===== config.mk =====
export PLATFORM = sky130hd
export DESIGN_NAME = mem_ctrl
export DESIGN_NICKNAME = d
export VERILOG_FILES = /design/src/rtl/mem_ctrl.sv
export SDC_FILE = /design/constraint.sdc
export NUM_CORES = 1
export LEC_CHECK = 0
export ABC_AREA = 0
export CORE_ASPECT_RATIO = 0.6
export CORE_MARGIN = 2
export CORE_UTILIZATION = 26
export DETAILED_ROUTE_END_ITERATION = 10
export PLACE_DENSITY_LB_ADDON = 0.2
export SYNTH_ARGS = -nofsm -noshare
export SYNTH_HDL_FRONTEND = slang
export SYNTH_SLANG_ARGS = --single-unit

===== constraint.sdc =====
create_clock -name clk_i -period 1.8 [get_ports clk_i]
set_input_delay 0.18 -clock clk_i [delete_from_list [all_inputs] [get_ports clk_i]]
set_output_delay 0.18 -clock clk_i [all_outputs]
set_load 0.02 [all_outputs]

===== src/rtl/mem_ctrl.sv =====
// Single-access memory sequencer: accepts one read or write request from IDLE,
// runs one en/ack handshake with memory, and aborts after TIMEOUT unacknowledged cycles.
//
// state  | meaning
// IDLE   | waiting for exactly one of rd_req_i / wr_req_i
// ACCESS | mem_en_o asserted, waiting for mem_ack_i or timeout
// DONE   | one-cycle done_o pulse after an acknowledged access
// ERR    | one-cycle err_o pulse after timeout or simultaneous requests
module mem_ctrl #(
    parameter int AW      = 16,
    parameter int DW      = 16,
    parameter int TIMEOUT = 8
) (
    input  logic          clk_i,
    input  logic          reset_ni,
    input  logic [AW-1:0] addr_i,
    input  logic [DW-1:0] wdata_i,
    input  logic          rd_req_i,
    input  logic          wr_req_i,
    output logic [AW-1:0] mem_addr_o,
    output logic [DW-1:0] mem_wdata_o,
    output logic          mem_en_o,
    output logic          mem_we_o,
    input  logic [DW-1:0] mem_rdata_i,
    input  logic          mem_ack_i,
    output logic [DW-1:0] rdata_o,
    output logic          busy_o,
    output logic          done_o,
    output logic          err_o
);

    localparam int CW = $clog2(TIMEOUT);
    localparam logic [CW-1:0] CNT_LAST = CW'(TIMEOUT - 1);

    typedef enum logic [1:0] {
        S_IDLE   = 2'd0,
        S_ACCESS = 2'd1,
        S_DONE   = 2'd2,
        S_ERR    = 2'd3
    } state_t;

    state_t          state_q, state_d;
    logic [CW-1:0]   cnt_q, cnt_d;
    logic [AW-1:0]   mem_addr_q, mem_addr_d;
    logic [DW-1:0]   mem_wdata_q, mem_wdata_d;
    logic            mem_en_q, mem_en_d;
    logic            mem_we_q, mem_we_d;
    logic [DW-1:0]   rdata_q, rdata_d;

    always_ff @(posedge clk_i) begin
        if (!reset_ni) begin
            state_q     <= S_IDLE;
            cnt_q       <= '0;
            mem_addr_q  <= '0;
            mem_wdata_q <= '0;
            mem_en_q    <= 1'b0;
            mem_we_q    <= 1'b0;
            rdata_q     <= '0;
        end else begin
            state_q     <= state_d;
            cnt_q       <= cnt_d;
            mem_addr_q  <= mem_addr_d;
            mem_wdata_q <= mem_wdata_d;
            mem_en_q    <= mem_en_d;
            mem_we_q    <= mem_we_d;
            rdata_q     <= rdata_d;
        end
    end

    always_comb begin
        state_d     = state_q;
        cnt_d       = cnt_q;
        mem_addr_d  = mem_addr_q;
        mem_wdata_d = mem_wdata_q;
        mem_en_d    = mem_en_q;
        mem_we_d    = mem_we_q;
        rdata_d     = rdata_q;

        case (state_q)
            S_IDLE: begin
                if (rd_req_i && wr_req_i) begin
                    state_d = S_ERR;
                end else if (rd_req_i || wr_req_i) begin
                    mem_addr_d  = addr_i;
                    mem_wdata_d = wdata_i;
                    mem_we_d    = wr_req_i;
                    mem_en_d    = 1'b1;
                    cnt_d       = '0;
                    state_d     = S_ACCESS;
                end
            end
            S_ACCESS: begin
                // Ack wins over the timeout limit when both land on the same edge.
                if (mem_ack_i) begin
                    mem_en_d = 1'b0;
                    mem_we_d = 1'b0;
                    if (!mem_we_q) begin
                        rdata_d = mem_rdata_i;
                    end
                    state_d = S_DONE;
                end else if (cnt_q == CNT_LAST) begin
                    mem_en_d = 1'b0;
                    mem_we_d = 1'b0;
                    state_d  = S_ERR;
                end else begin
                    cnt_d = cnt_q + CW'(1);
                end
            end
            S_DONE:  state_d = S_IDLE;
            S_ERR:   state_d = S_IDLE;
            default: state_d = S_IDLE;
        endcase
    end

    assign mem_addr_o  = mem_addr_q;
    assign mem_wdata_o = mem_wdata_q;
    assign mem_en_o    = mem_en_q;
    assign mem_we_o    = mem_we_q;
    assign rdata_o     = rdata_q;
    assign busy_o      = (state_q != S_IDLE);
    assign done_o      = (state_q == S_DONE);
    assign err_o       = (state_q == S_ERR);

endmodule


==> results.yml <==
status:
  status: "complete, no violations"
timing:
  worstMarginPinSlew_ps: 519.4
  fin_skew_ps: 2.473
  tns_ps: 0
  period_share: 0.9376
  slew-limit-headroom: 0.6520
  period_minus_slack_ps: 1688
  grt_setup_unrepaired: "false"
  hold_viol: 0
  timing.final.max_slew_violations: 0
  timing.fmax_mhz: 592.5
  setup_violations: 0
grt:
  grt_overflow: 0
  antenna_found_initial: 0
  grt_pass1_wl_um: 10120
  grtUsageTotal: 0.1295
  first_global_vias: 2018
  grt_max_degree: 32
routing:
  ant_nets: 0
  vias: 2047
  routed_wl_um: 6184
  drt_iter0_drc: 59
  wl_per_cell_um: 13.07
  dr.pass1.iters: 4
  vias_per_cell: 4.328
  drc: 0
setup_path:
  arrival_ps: 1510
  end_kind: "output port"
  crit_fanout: 14
  setup.worst_path.start_class: "flip-flop"
  path_cells: "or2_1, clkdlybuf4s50_1"
  worst_ep_required_time_ps: 1620
  crit_type: "reg -> out"
  cp_slowest_stage_delay_ps: 630
  critical_path.slowest_cell: "clkdlybuf4s50_1"
layout:
  synthToLayoutAreaGrowth_pct: 56.34
  n_antenna_cell: 0
  drive_gt1_frac: 0.05540
  fin_cells: 473
  nFillCells: 843
  nets: 415
clock_tree:
  cts_sinks: 55
  holdBufCountCts: 0
  cts_buffer_depth: 2
  htreeDepth: 2
  cts.clk_slew.worst_paths_ps: 70
  clk_latency_ps: 290
  postCtsSetupBuffers: 0
  cts_tree: "done"
  root_buffer: "clkbuf_16"
  cts_made_buffers: 5
logic_synthesis:
  synth_nets: 313
  async_reset_ff_frac: 0
  synth_area_um2: 2330
  synth_edf_count: 0
  synth_ff_type: "dfxtp_1"
  yosysTopAreaCellShare: 0.4726
  synth_seq_cells: 55
  synth.distinct_cells: 34
  synth_warnings: 0
  netlist_top_cells_area: "dfxtp_1, nand2_1, mux2i_1"
  netlist_instances: 258
  synth_area_per_cell_um2: 9.030
  yosysTopAreaCell: "dfxtp_1"
  synth.most_common_cell: "nand2_1"
  synth.yosys.seq_area_share: 0.4726
  ys_top_cells_by_count: "nand2_1, dfxtp_1, mux2i_1"
floorplanning:
  die_h_um: 77.33
  fp.dieW_um: 126.2
  core_um2: 8621
  num_rows: 26
  dieArea_um2: 9759
  io_pins: 106
  initial_core_util: 0.2702
power:
  combPwrFrac: 0.241
  p_per_area_nw_per_um2: 835.4
  p_leak_nw: 1.402
  pwr-share-clk: 0.309
  switching_power_mw: 0.8265
  ir_worst_vdd_mv: 0.3255
  seqPwrFrac: 0.450
  sw_frac_of_total: 0.2716
  p_int_mw: 2.216
placement:
  hpwl_um: 4505
  io_buffers: 105
  dpl.cell_count: 465
  gp_congestion: 0.7855
job:
  maxCapViolCount: 0
min_path:
  hp-class: "in -> reg"
[critical path, delay by kind of cell, from the launching register on]
family                 cells  cell delay, ps
buffers and inverters      1             630
flip-flops                 1             420
AND/OR/NAND/NOR            1             160
[timing repair]
item	CTS	global route
gates resized for setup	1	1
pin swaps	0	0
cloned	0	0
setup endpoints to repair	2	1
[per-layer routing]
layer | vias to the layer above | GRT usage | wire length, um
li1 | 1051 | - | -
met1 | 913 | 0.1877 | 3299
met2 | 78 | 0.1763 | 2385
met3 | 5 | 0.05164 | 460
met4 | 0 | 0.03297 | 39
met5 | - | 0 | 0
[cell type report]
cell class                 count  area (um^2)  share of cell area
clock buffer                   7        132.6             0.03641
clock inverter                 1        5.005            0.001374
inverter                       1        3.754            0.001031
multi-input combinational    183         1092              0.2999
sequential                    55         1105              0.3033
tap                          112        140.1             0.03847
timing repair buffer         114         1164              0.3195
[flip-flops by register name, summed over array words and instances (netlist names)]
name and flops:
state_q 2, mem_en_o 1, rdata_o 16, mem_we_o 1, mem_addr_o 16, mem_wdata_o 16, cnt_q 3
[per-stage QoR]
step	cell area, um^2	total power [mW]	util	hold WS (ps)	setup slack (ps)
2_1_floorplan	2330	1.777	-	281.8	308.3
3_3_place_gp	3501	2.125	0.4061	440.4	193.1
3_5_place_dp	3501	2.134	0.4061	444.6	107.4
4_1_cts	3640	3.099	0.4222	359.0	35.55
5_1_grt	3642	3.196	0.4225	383.0	60.27
6_report	3642	3.043	0.4225	359.2	112.3
[cells by family after synthesis]
| kind of cell | share of synthesized area |
|---|---|
| XOR/XNOR | 0.006984 |
| flip-flops | 0.4726 |
| adder cells (fa/ha/maj) | 0.01074 |
| buffers and inverters | 0.05854 |
| multiplexers | 0.1375 |
| AND/OR/NAND/NOR | 0.2186 |
| AO/OA/AOI/OAI | 0.09506 |
[final timing paths]
kind,from,end,slack (ps),cells after the start
setup / recovery,state_q[0]$_SDFFE_PN0P_,busy_o,110,2
hold reg to reg,rdata_o[6]$_SDFFE_PN0P_,rdata_o[6]$_SDFFE_PN0P_,450,2
setup reg to reg,cnt_q[0]$_SDFFE_PN0P_,cnt_q[0]$_SDFFE_PN0P_,180,5
hold / removal,reset_ni,mem_wdata_o[0]$_SDFFE_PN0P_,360,3
[power groups by stage]
stage               registers [mW]  clock network, mW  logic (mW)
finish                        1.37              0.941       0.732
global placement              1.39                  0       0.731
floorplan                     1.49                  0       0.291
CTS                           1.37              0.988       0.741
global route                  1.38               1.03       0.788
detailed placement            1.40                  0       0.738
[layout by cell type (no fill, tap or decap), types with 2 or more instances in the layout]
cell	Yosys	layout
a21boi_0	6	6
a21boi_1	10	10
a21oi_1	2	2
a31oi_1	2	2
and3_1	2	2
buf_12	3	4
buf_4	1	5
clkbuf_1	8	2
clkbuf_16	0	5
clkdlybuf4s50_1	0	104
dfxtp_1	55	54
ha_1	2	2
mux2i_1	32	32
nand2_1	100	100
nand3_1	2	2
nor2_1	2	2
nor2b_1	2	2
nor3b_1	2	2
o2111ai_1	3	3
o21ai_0	2	2
(Power assumes the default switching activity.)
